### src/rtl/ram_requester_if.sv
// ram_requester_if: RAM request/response bus between ram_requester (master) and the system RAM (slave).
package ram_pkg;
    typedef enum logic [1:0] {FREE, BUSY, ACCESS, ERROR} ramstate_t;
endpackage

interface ram_requester_if;
    import ram_pkg::*;
    logic ramREN, ramWEN;
    logic [31:0] ramaddr, ramstore, ramload;
    ramstate_t ramstate;
    modport master(output ramREN, ramWEN, ramaddr, ramstore, input ramload, ramstate);
    modport slave(input ramREN, ramWEN, ramaddr, ramstore, output ramload, ramstate);
endinterface

### src/rtl/ram_requester.sv
// ram_requester: round-robin instruction/data arbiter issuing one RAM request at a time.
// Define RAM_TIMEOUT_EN to force-complete a grant with BAD after TIMEOUT cycles without ACCESS.
module ram_requester
    import ram_pkg::*;
#(
    parameter int unsigned TIMEOUT = 15,
    parameter logic [31:0] BAD = 32'hBAD1BAD1
) (
    input  logic CLK,
    input  logic nRST,
    input  logic iREN,
    input  logic [31:0] iaddr,
    output logic iwait,
    output logic [31:0] iload,
    input  logic dREN,
    input  logic dWEN,
    input  logic [31:0] daddr,
    input  logic [31:0] dstore,
    output logic dwait,
    output logic [31:0] dload,
    ram_requester_if.master ram,
    output logic err
);
`ifdef RAM_TIMEOUT_EN
    localparam bit TMO_EN = 1'b1;
`else
    localparam bit TMO_EN = 1'b0;
`endif
    localparam int unsigned WW = $clog2(TIMEOUT + 2);
    typedef enum logic [1:0] {IDLE, IGRANT, DGRANT} state_t;
    state_t state;
    logic last_d, ren, wen;
    logic [31:0] addr, store;
    logic [WW-1:0] wdog;
    logic dboth, dreq, granted, access, tmo, done, abort, win_d;
    // A simultaneous read+write from the data client counts as no request.
    assign dboth = dREN & dWEN;
    assign dreq = dREN ^ dWEN;
    assign granted = state != IDLE;
    assign access = granted && ram.ramstate == ACCESS;
    assign tmo = TMO_EN && granted && !access && wdog == WW'(TIMEOUT);
    assign done = access || tmo;
    assign abort = !done && (state == IGRANT ? !iREN : (state == DGRANT && !dreq));
    assign win_d = dreq && (!iREN || !last_d);
    assign ram.ramREN = ren;
    assign ram.ramWEN = wen;
    assign ram.ramaddr = addr;
    assign ram.ramstore = store;
    assign iwait = !(state == IGRANT && done);
    assign dwait = !(state == DGRANT && done);
    assign iload = tmo ? BAD : ram.ramload;
    assign dload = tmo ? BAD : ram.ramload;
    always_ff @(posedge CLK or negedge nRST) begin
        if (!nRST) begin
            state <= IDLE;
            last_d <= 1'b0;
            ren <= 1'b0;
            wen <= 1'b0;
            addr <= '0;
            store <= '0;
            wdog <= '0;
            err <= 1'b0;
        end else begin
            if (dboth || (granted && ram.ramstate == ERROR) || tmo) err <= 1'b1;
            if (state == IDLE) begin
                wdog <= '0;
                if (iREN || dreq) begin
                    state <= win_d ? DGRANT : IGRANT;
                    addr <= win_d ? daddr : iaddr;
                    store <= win_d ? dstore : '0;
                    ren <= win_d ? dREN : 1'b1;
                    wen <= win_d && dWEN;
                end
            end else if (done || abort) begin
                state <= IDLE;
                ren <= 1'b0;
                wen <= 1'b0;
                if (done) last_d <= state == DGRANT;
            end else begin
                wdog <= wdog + WW'(1);
            end
        end
    end
endmodule

### src/flat_wrapper.sv
// flat-port wrapper written by rule: the top's interface ports become plain ports
module ram_requester_flat import ram_pkg::*;
#(
    parameter int unsigned TIMEOUT = 15,
    parameter logic [31:0] BAD = 32'hBAD1BAD1
)
  (CLK, nRST, iREN, iaddr, iwait, iload, dREN, dWEN, daddr, dstore, dwait, dload, err, ram_ramREN, ram_ramWEN, ram_ramaddr, ram_ramstore, ram_ramload, ram_ramstate);
  ram_requester_if ram_i ();
  input  logic CLK;
  input  logic nRST;
  input  logic iREN;
  input  logic [31:0] iaddr;
  output logic iwait;
  output logic [31:0] iload;
  input  logic dREN;
  input  logic dWEN;
  input  logic [31:0] daddr;
  input  logic [31:0] dstore;
  output logic dwait;
  output logic [31:0] dload;
  output logic err;
  output wire logic [$bits(ram_i.ramREN)-1:0] ram_ramREN;
  output wire logic [$bits(ram_i.ramWEN)-1:0] ram_ramWEN;
  output wire logic [$bits(ram_i.ramaddr)-1:0] ram_ramaddr;
  output wire logic [$bits(ram_i.ramstore)-1:0] ram_ramstore;
  input wire logic [$bits(ram_i.ramload)-1:0] ram_ramload;
  input wire logic [$bits(ram_i.ramstate)-1:0] ram_ramstate;
  assign ram_ramREN = ram_i.ramREN;
  assign ram_ramWEN = ram_i.ramWEN;
  assign ram_ramaddr = ram_i.ramaddr;
  assign ram_ramstore = ram_i.ramstore;
  assign ram_i.ramload = ram_ramload;
  assign ram_i.ramstate = ram_ramstate;
  ram_requester #(.TIMEOUT(TIMEOUT), .BAD(BAD)) u_core (.CLK(CLK), .nRST(nRST), .iREN(iREN), .iaddr(iaddr), .iwait(iwait), .iload(iload), .dREN(dREN), .dWEN(dWEN), .daddr(daddr), .dstore(dstore), .dwait(dwait), .dload(dload), .ram(ram_i), .err(err));
endmodule
### config.mk
export PLATFORM = sky130hd
export DESIGN_NAME = ram_requester_flat
export DESIGN_NICKNAME = d
export VERILOG_FILES = /design/src/rtl/ram_requester_if.sv /design/src/rtl/ram_requester.sv /design/src/flat_wrapper.sv
export SDC_FILE = /design/constraint.sdc
export NUM_CORES = 1
export LEC_CHECK = 0
export CAP_MARGIN = 20
export CORE_AREA = 2 2 104 106
export CTS_CLUSTER_DIAMETER = 100
export CTS_CLUSTER_SIZE = 20
export DETAILED_ROUTE_END_ITERATION = 16
export DIE_AREA = 0 0 106 108
export GPL_TIMING_DRIVEN = 0
export MAX_ROUTING_LAYER = met4
export PLACE_DENSITY_LB_ADDON = 0.05
export RECOVER_POWER = 100
export SETUP_SLACK_MARGIN = 0.15
export SLEW_MARGIN = 10
export SYNTH_ARGS = -nofsm -noshare
export SYNTH_HDL_FRONTEND = slang
export SYNTH_SLANG_ARGS = --single-unit
### constraint.sdc
create_clock -name CLK -period 3.6 [get_ports CLK]
set_clock_uncertainty 0.05 [all_clocks]
set_input_delay 0.54 -clock CLK [delete_from_list [all_inputs] [get_ports CLK]]
set_output_delay 0.54 -clock CLK [all_outputs]
set_load 0.02 [all_outputs]
==> results of run 1 <==
[metal layers]
metal  vias up  part of all wire  track usage  routed length, um
met5         -                 0            -                  0
met4         0            0.0073       0.0451                 76
met3         6             0.068       0.0368                708
met2       141              0.50        0.307               5210
met1      1508              0.43        0.239               4470
li1       1484                 -            -                  -
[path summary, 6_finish.rpt]
path	from	slack, ns	to	cells after the start
max in group asynchronous	nRST	1.13	u_core.ram.ramstore[21]	2
worst max register to register	u_core.state[1]	1.41	u_core.ram.ramaddr[22]	4
worst min register to register	u_core.ram.ramstore[1]	0.45	u_core.ram.ramstore[1]	1
min in group asynchronous	nRST	0.65	u_core.ram.ramstore[12]	1
worst min-delay path	u_core.ram.ramstore[1]	0.45	u_core.ram.ramstore[1]	1
worst max-delay path	dWEN	0.59	u_core.ram.ramaddr[22]	5
[layout make-up]
cell class	count	share of cell area
clock buffer	11	0.0216
sequential	70	0.288
buffer	84	0.0964
clock inverter	5	0.0177
multi-input combinational	125	0.164
tap	136	0.0279
timing repair buffer	235	0.384
[cell usage after synthesis, drive strengths merged]
master   n
a32oi    1
o211ai   1
dfrtp   70
a22o    32
a21boi   2
nor2b    1
a21bo    1
buf     77
nor4     1
o21ai    4
a311o    1
nand2b   2
a221o   32
a21oi    2
nand2    3
o221ai   1
o22ai    1
o21bai   1
nor2     2
clkbuf   7
nand3b   2
and3    33
ha       1
or2      1
[power breakdown]
group	switching, mW	internal, mW	total [mW]
logic	1.16	1.09	2.25
clock network	0.292	0.464	0.755
registers	0.205	1.16	1.36
[cell families (layout without fill, tap and decap cells)]
group | after synthesis | in the layout | synth area share
compound gates | 79 | 79 | 0.211
buf+inv | 84 | 335 | 0.178
simple gates | 45 | 45 | 0.0847
fa+ha+maj | 1 | 1 | 0.00373
flops | 70 | 70 | 0.522
[layout by cell type, fill, tap and decap left out, types with 3 or more instances in the layout]
cell type        synthesis  layout
dfrtp_1                 70      70
a22o_1                  32      32
clkdlybuf4s50_1          0      98
bufinv_16                0       3
and3_1                  32      32
dlygate4sd3_1            0     135
clkbuf_1                 7      13
buf_4                   64      64
clkbuf_8                 0       9
buf_6                    4       3
o21ai_0                  3       4
buf_2                    9       7
a221o_1                 32      32
nand2_1                  3       3
[sequential cells by signal (all words and copies together), names as in the netlist]
| register | cells |
|---|---|
| u_core.ram.ramstore | 32 |
| u_core.ram.ramaddr | 32 |
| u_core.err | 1 |
| u_core.ram.ramWEN | 1 |
| u_core.state | 2 |
| u_core.ram.ramREN | 1 |
| u_core.last_d | 1 |
==> metrics.txt, run 1 <==
average wire per standard cell ~16 um; startpoint class of the critical path input pin; Non-Filler Instances 666; combined global-route utilization of all metal layers 0.187; clock root cell clkbuf_8; Mapped Area 0.00335 mm^2; layout cell share with drive strength beyond 1 0.174; part of the Yosys area used for sequential elements 0.522; Detail Route Antenna Nets 0; largest stage delay on the critical path 1.00 ns; Skew-Pair Late Insertion Delay 0.33 ns; maximum number of pins on one net before global-route repair 38; overall power after layout 4.37 mW; number of distinct library cell variants in the gate-level netlist after synthesis 30; post-route worst setup slack 0.591 ns; Setup Crit Path Kind in -> reg; achievable clock frequency 0.332 GHz; total clock buffers created by CTS 9; Worst Hold Slack 0.451 ns; global route total overflow 0; H-tree levels 3; Final setup violation count 0; clk buf depth 2; required time at the endpoint of the critical path 3.81 ns; flop and latch count out of synthesis 70; core region area 0.0102 mm^2; top cells by area, synth dfrtp_1 52%, buf_4 14%, a221o_1 9.6%; DRT Pass-1 Iters 4; cts-stage hold buffer count 0; Setup Fix Bufs, Post-CTS 0; CP max FO 10; cell taking the most area after synthesis dfrtp_1; Die Wd 106 um; clock net sink count 70; mean post-synth cell area 12.0 um^2; DRC marker count from the first detailed-route iteration between 100 and 150; clock-pin slew on the worst setup and hold paths ~0.07 ns; cells after synthesis 279; first-pass GRT wire length ~16 mm; status finished, violations left; vertical die dimension 108 um; minimum clock period after layout 3.01 ns; Antenna diodes 0; site row count 37; Vias between 3000 and 4000; CP delay by family, top compound AO/OA/AOI/OAI gates; area taken by multi-input logic gates 0.00100 mm^2; DP Cell Count 650; data arrival time at the worst-slack endpoint 3.22 ns; initial core utilization 0.328; Post-Synthesis Net Count a little over 400; clock tree from TritonCTS yes; buffers plus inverters on the worst setup path 2; register area 0.00175 mm^2; critical path endpoint category flip-flop; I/O Buffers 234; Tightest Pin Transition 1.86 ns; failing checks max-capacitance violations, max-slew violations; number of top-level pins around 270; worst hold path type reg -> reg; Max-slew headroom -0.237; ratio of total power to cell area 717 mW/mm^2; final instance area a little over 0.006 mm^2; maximum resistive drop on vdd 317 uV; Worst Setup Slack post-DPL a little under 0.9 ns; Lkg Pwr approximately 2.9 nW; share of the synthesized area in the top cell type 0.522; count of unresolved DRC violations after routing 0; fin. max-slew vios 35; setup repair after global routing missed its margin no; worst-path cell with the longest stage delay o21ai_0; fin crit share 0.836; count of fill cells added during filler insertion 866; total placed instance area 0.00588 mm^2; aggregate routed wire length 10.5 mm; Finished Core Util 0.595; die outline area 0.0114 mm^2; routed via count divided by cell count 4.71; Area growth syn-to-layout 81.6%; number of gates resized after CTS 0; number of antenna violations at the first check in global routing 0; detailed placer's ending HPWL 8.12 mm; Final #Nets ~660; warnings from Yosys 0; vias in the first global route 3326; total count of hold-check failures in the final report 0; placer congestion estimate 0.764; Cell Chain, Critical Path dlygate4sd3_1 -> ha_1 -> o21ai_0 -> clkbuf_1 -> a221o_1; Max Cap Violations 1; TNS Setup 0 ns
Power figures use the tool's default switching activity.
==> run 2, diff against run 1 <==
--- a/config.mk
+++ b/config.mk
@@ -6,11 +6,11 @@
 export NUM_CORES = 1
 export LEC_CHECK = 0
 export CAP_MARGIN = 20
-export CORE_AREA = 2 2 104 106
+export CORE_MARGIN = 2
+export CORE_UTILIZATION = 30
 export CTS_CLUSTER_DIAMETER = 100
 export CTS_CLUSTER_SIZE = 20
 export DETAILED_ROUTE_END_ITERATION = 16
-export DIE_AREA = 0 0 106 108
 export GPL_TIMING_DRIVEN = 0
 export MAX_ROUTING_LAYER = met4
 export PLACE_DENSITY_LB_ADDON = 0.05
==> constraint.sdc (replaced) <==
create_clock -name CLK -period 2.5 [get_ports CLK]
set_clock_uncertainty 0.05 [all_clocks]
set_input_delay 0.375 -clock CLK [delete_from_list [all_inputs] [get_ports CLK]]
set_output_delay 0.375 -clock CLK [all_outputs]
set_load 0.02 [all_outputs]
==> run 2 against run 1 <==
Compared with the run above: non-clock buffer count increased by 1; sequential cell count did not move; largest power group unchanged; global-route usage decreased by 0.53 points; hold slack lost 0.057 ns; critical path depth increased by 1; worst setup slack lost 0.38 ns; the flow now finishes without violations; clock power grew 38%; register-to-register slack worse by 0.77 ns.
==> metrics.txt, run 2 (same netlist as run 1, synthesis figures left out) <==
startpoint class of the critical path input pin (unchanged); routed via count divided by cell count 4.70 (was 4.71); status completed (was finished, violations left); Vias 3154 (was 3139); final instance area 0.00612 mm^2 (was 0.00609 mm^2); clock tree from TritonCTS yes (unchanged); total count of hold-check failures in the final report 0 (unchanged); count of fill cells added during filler insertion 994 (was 866); clock-pin slew on the worst setup and hold paths 0.08 ns (was 0.07 ns); clock net sink count 70 (unchanged); overall power after layout 6.28 mW (was 4.37 mW); Worst Hold Slack 0.394 ns (was 0.451 ns); clock root cell clkbuf_8 (unchanged); Setup Crit Path Kind in -> reg (unchanged); combined global-route utilization of all metal layers 0.181 (was 0.187); Antenna diodes 0 (unchanged); die outline area 0.0120 mm^2 (was 0.0114 mm^2); global route total overflow 0 (unchanged); Area growth syn-to-layout 82.5% (was 81.6%); Max-slew headroom 0.416 (was -0.237); fin crit share 0.914; number of top-level pins 268 (unchanged); H-tree levels 3 (unchanged); DP Cell Count 654 (was 650); number of antenna violations at the first check in global routing 0 (unchanged); worst hold path type in -> reg (was reg -> reg); count of unresolved DRC violations after routing 0 (unchanged); worst-path cell with the longest stage delay a21boi_0 (was o21ai_0); maximum resistive drop on vdd 568 uV (was 317 uV); total clock buffers created by CTS 9 (unchanged); first-pass GRT wire length 16.2 mm (was 16.4 mm); layout cell share with drive strength beyond 1 0.183 (was 0.174); largest stage delay on the critical path 0.54 ns (was 1.00 ns); Non-Filler Instances 671 (was 666); maximum number of pins on one net before global-route repair 40 (was 38); initial core utilization 0.308 (was 0.328); vertical die dimension 110 um (was 108 um); core region area 0.0109 mm^2 (was 0.0102 mm^2); Cell Chain, Critical Path clkdlybuf4s50_1 -> ha_1 -> a21boi_0 -> clkbuf_1 -> and3_1 -> a221o_1 (was dlygate4sd3_1 -> ha_1 -> o21ai_0 -> clkbuf_1 -> a221o_1); Tightest Pin Transition 0.876 ns (was 1.86 ns); placer congestion estimate 0.787 (was 0.764); DRT Pass-1 Iters 4 (unchanged); achievable clock frequency around 0.44 GHz; I/O Buffers 234 (unchanged); clk buf depth 2 (unchanged); fin. max-slew vios 0 (was 35); Detail Route Antenna Nets 0 (unchanged); Die Wd 110 um (was 106 um); aggregate routed wire length 10.8 mm (was 10.5 mm); critical path endpoint category flip-flop (unchanged); DRC marker count from the first detailed-route iteration 173 (was 108); average wire per standard cell 16.0 um (was 15.7 um); Setup Fix Bufs, Post-CTS 0 (unchanged); detailed placer's ending HPWL 8.21 mm (was 8.12 mm); vias in the first global route 3252 (was 3326); commonest cells after routing, fill and taps aside 132 x dlygate4sd3_1, 102 x clkdlybuf4s50_1, 70 x dfrtp_1 (was 135 x dlygate4sd3_1, 98 x clkdlybuf4s50_1, 70 x dfrtp_1); TNS Setup 0 ns (unchanged); area taken by multi-input logic gates 0.00101 mm^2 (was 0.00100 mm^2); minimum clock period after layout 2.28 ns; leading cell type in the layout, fill and taps excluded dlygate4sd3_1 (unchanged); total placed instance area 0.00589 mm^2 (was 0.00588 mm^2); Final #Nets 662 (was 661); Skew-Pair Late Insertion Delay 0.33 ns (about the same); Final setup violation count 0 (unchanged); Max Cap Violations 0 (was 1); ratio of total power to cell area 1030 mW/mm^2 (was 717 mW/mm^2); CP max FO 10 (unchanged); site row count 38 (was 37); register area 0.00175 mm^2 (unchanged); required time at the endpoint of the critical path 2.73 ns (was 3.81 ns); setup repair after global routing missed its margin no (unchanged); data arrival time at the worst-slack endpoint 2.51 ns (was 3.22 ns); Lkg Pwr 2.87 nW (was 2.85 nW)
==> run 2: layout make-up <==
cell class / instances / area share
Timing Repair Buffer: 236 / 0.387
Clock buffer: 10 / 0.0225
Clock inverter: 6 / 0.0153
Tap cell: 140 / 0.0286
Multi-Input combinational cell: 125 / 0.165
Buffer: 84 / 0.0959
Sequential cell: 70 / 0.286
==> run 2: final timing paths <==
path	start	end	slack (ns)	cells after the start
worst min register to register	u_core.err	u_core.err	0.44	1
min in group asynchronous	nRST	u_core.ram.ramstore[13]	0.63	2
worst max-delay path	dWEN	u_core.ram.ramaddr[22]	0.22	6
max in group asynchronous	nRST	u_core.ram.ramREN	1.06	3
worst max register to register	u_core.state[1]	u_core.ram.ramaddr[16]	0.64	5
worst min-delay path	iREN	u_core.state[0]	0.39	3
==> run 2: metal layers <==
metal  track usage  vias to the layer above  part of all wire
met2         0.291                      156              0.51
met1         0.223                     1507              0.41
met3        0.0439                        8             0.071
met4        0.0651                        0             0.012
met5             -                        -                 0
li1              -                     1483                 -
==> run 2: power by group <==
group	leakage [nW]	internal (mW)	switching [mW]	total (mW)
clock network	0.113	0.596	0.442	1.04
logic	1.87	1.58	1.69	3.27
registers	0.883	1.67	0.299	1.97
==> run 2: repair_timing <==
| item | CTS | global route |
|---|---|---|
| endpoints found under the setup margin | 2 | 0 |
| hold buffers | 1 | 0 |
| endpoints found under the hold margin | 31 | 0 |
| resized for setup | 1 | 0 |
==> run 2: worst max-delay path, delay by kind of cell <==
kind	cells	cell delay, ns
AO/OA/AOI/OAI	2	0.64
adder cells (fa/ha/maj)	1	0.42
buffers and inverters	2	0.84
AND/OR/NAND/NOR	1	0.22
==> run 2: metrics by stage <==
stage | worst slack, ns | utilization
2_1_floorplan | 0.844 | -
3_3_place_gp | -1.52 | 0.539
3_5_place_dp | -0.0104 | 0.541
4_1_cts | 0.241 | 0.563
5_1_grt | 0.0847 | 0.562
6_report | 0.216 | 0.562
==> run 3, diff against run 2 <==
==> constraint.sdc (replaced) <==
create_clock -name CLK -period 2.1 [get_ports CLK]
set_clock_uncertainty 0.05 [all_clocks]
set_input_delay 0.315 -clock CLK [delete_from_list [all_inputs] [get_ports CLK]]
set_output_delay 0.315 -clock CLK [all_outputs]
set_load 0.02 [all_outputs]
==> run 3 against run 2 <==
Compared with the run above: register-to-register slack got worse by 0.38 ns; hold slack got worse by 0.048 ns; final cell count did not move; power rose by 20%; worst setup slack got worse by 0.079 ns; clock-buffer cell count did not move; via count rose by 0.76%; critical endpoint is now u_core.ram.ramstore[8]; routed wire length rose by 0.45%; core utilization rose by 0.10 points; first-iteration DRC count fell by 14%.
==> metrics.txt, run 3 (same netlist as run 1, synthesis figures left out) <==
status completed (unchanged); Setup Fix Bufs, Post-CTS 0 (unchanged); Die Wd 110 um (unchanged); count of cell instances traversed by the critical path 5 (was 6); H-tree levels 3 (unchanged); Area growth syn-to-layout 82.8% (was 82.5%); DRC marker count from the first detailed-route iteration 149 (was 173); Vias 3178 (was 3154); required time at the endpoint of the critical path 2.33 ns (was 2.73 ns); routed length on met3 810 um (was 763 um); Logic pwr share 0.524 (was 0.521); fin. max-slew vios 0 (unchanged); setup repair after global routing missed its margin yes (was no); clk buf depth 2 (unchanged); startpoint class of the critical path input pin (unchanged); DRT Pass-1 Iters 6 (was 4); Setup Crit Path Kind in -> reg (unchanged); Tightest Pin Transition 0.830 ns (was 0.876 ns); Top Layer Used met4 (unchanged); clock-pin slew on the worst setup and hold paths 0.08 ns (about the same); Non-Filler Instances 671 (unchanged); CP delay by family, top buffers and inverters (unchanged); data arrival time at the worst-slack endpoint 2.19 ns (was 2.51 ns); die outline area 0.0120 mm^2 (unchanged); global route total overflow 0 (unchanged); fraction of power consumed by sequential logic 0.311 (was 0.314); buffers plus inverters on the worst setup path 2 (unchanged); core region area 0.0109 mm^2 (unchanged); Cell Chain, Critical Path clkdlybuf4s50_1 -> ha_1 -> o21ai_4 -> clkbuf_1 -> a22o_1 (was clkdlybuf4s50_1 -> ha_1 -> a21boi_0 -> clkbuf_1 -> and3_1 -> a221o_1); hold-critical path depth 3 (unchanged); Sw Pwr 2.92 mW (was 2.43 mW); vertical die dimension 110 um (unchanged); detailed placer's ending HPWL 8.21 mm (unchanged); Final setup violation count 0 (unchanged); count of fill cells added during filler insertion 1001 (was 994); maximum resistive drop on vdd 679 uV (was 568 uV); met2 wirelength from detailed routing 5.36 mm (was 5.46 mm); Detail Route Antenna Nets 0 (unchanged); TNS Setup 0 ns (unchanged); Lkg Pwr 2.89 nW (was 2.87 nW); layout cell share with drive strength beyond 1 0.196 (was 0.183); clock root cell clkbuf_8 (unchanged); minimum clock period after layout just under 2 ns; Clk pwr share 0.165 (about the same); Skew-Pair Late Insertion Delay 0.33 ns (about the same); combined global-route utilization of all metal layers 0.182 (was 0.181); worst hold path type in -> reg (unchanged); critical path endpoint category flip-flop (unchanged); vias in the first global route 3262 (was 3252); achievable clock frequency about 0.51 GHz; Final #Nets 662 (unchanged); CP max FO 10 (unchanged); reg2reg path depth 4 (was 5); aggregate routed wire length 10.8 mm (about the same); worst-path cell with the longest stage delay clkdlybuf4s50_1 (was a21boi_0); Max Cap Violations 0 (unchanged); initial core utilization 0.308 (unchanged); Finished Core Util 0.563 (was 0.562); number of antenna violations at the first check in global routing 0 (unchanged); total clock buffers created by CTS 9 (unchanged); clock net sink count 70 (unchanged); total placed instance area 0.00589 mm^2 (unchanged); I/O Buffers 234 (unchanged); switching part of the total 0.388 (was 0.387); routed via count divided by cell count 4.74 (was 4.70); count of unresolved DRC violations after routing 0 (unchanged); DP Cell Count 654 (unchanged); clock tree from TritonCTS yes (unchanged); ratio of total power to cell area 1230 mW/mm^2 (was 1030 mW/mm^2); fin crit share 0.935; maximum number of pins on one net before global-route repair 40 (unchanged); Max-slew headroom 0.447 (was 0.416); site row count 38 (unchanged); first-pass GRT wire length 16.3 mm (was 16.2 mm); placer congestion estimate 0.787 (unchanged); total count of hold-check failures in the final report 0 (unchanged); leading cell type in the layout, fill and taps excluded dlygate4sd3_1 (unchanged); commonest cells after routing, fill and taps aside 133 x dlygate4sd3_1, 99 x clkdlybuf4s50_1, 70 x dfrtp_1 (was 132 x dlygate4sd3_1, 102 x clkdlybuf4s50_1, 70 x dfrtp_1); number of top-level pins 268 (unchanged); internal power consumption 4.60 mW (was 3.85 mW); Antenna diodes 0 (unchanged); average wire per standard cell 16.1 um (was 16.0 um); routed length on met1 4.47 mm (was 4.41 mm); largest stage delay on the critical path 0.43 ns (was 0.54 ns); final instance area 0.00613 mm^2 (was 0.00612 mm^2)
[run 3: cell count changes in the layout (fill, tap and decap cells not counted), moves of 3 or more]
cell             before  now
clkdlybuf4s50_1     102   99
clkbuf_1             10    5
clkbuf_2              2    9
buf_2                 6    3
[run 3: final cells by class]
type / count / area [um^2] / area share
clock buffer: 10 / 138 / 0.0224
clock inverter: 6 / 93.8 / 0.0153
sequential: 70 / 1750 / 0.286
buffer: 84 / 603 / 0.0984
timing repair buffer: 236 / 2350 / 0.383
tap: 140 / 175 / 0.0286
multi-input combinational: 125 / 1020 / 0.167
[run 3: power by group through the flow]
stage               sequential [mW]  combinational (mW)  clock [mW]
finish                         2.34                3.94        1.24
global route                   2.43                4.22        1.35
CTS                            2.37                4.24        1.28
detailed placement             2.39                4.20           0
global placement               2.37                4.15           0
floorplan                      3.11                1.44           0
[run 3: stage by stage]
step | hold slack [ns] | worst slack (ns) | total power [mW]
CTS | 0.327 | 0.0316 | 7.89
detailed placement | 0.248 | -0.350 | 6.58
global placement | 0.433 | -1.86 | 6.53
floorplan | -0.0306 | 0.504 | 4.56
finish | 0.346 | 0.136 | 7.52
global route | 0.359 | 0.0750 | 8.00
[run 3: final timing paths]
| check | from | endpoint | slack [ns] |
|---|---|---|---|
| worst max-delay path | dREN | u_core.ram.ramstore[8] | 0.14 |
| worst min-delay path | iREN | u_core.state[0] | 0.35 |
| worst max register to register | u_core.state[1] | u_core.ram.ramaddr[6] | 0.26 |
| worst min register to register | u_core.err | u_core.err | 0.44 |
| max in group asynchronous | nRST | u_core.ram.ramREN | 0.34 |
| min in group asynchronous | nRST | u_core.ram.ramstore[14] | 0.55 |
[run 3: layer usage]
layer  up-vias  GRT usage
met5         -          -
met4         0     0.0651
met3        12     0.0439
met2       169      0.291
met1      1514      0.225
li1       1483          -
[run 3: tightest hold or removal path: cells and delay by family]
kind | cells | cell delay [ns]
AO/OA/AOI/OAI | 2 | 0.22
buffers and inverters | 1 | 0.16
[run 3: repair_timing]
| action | 4_1_cts | 5_1_grt |
|---|---|---|
| resized for setup | 8 | 8 |
| hold buffers | 1 | 0 |
| hold endpoints to repair | 31 | 0 |
| pin swaps | 0 | 0 |
| setup endpoints to repair | 42 | 61 |
| cloned | 0 | 0 |
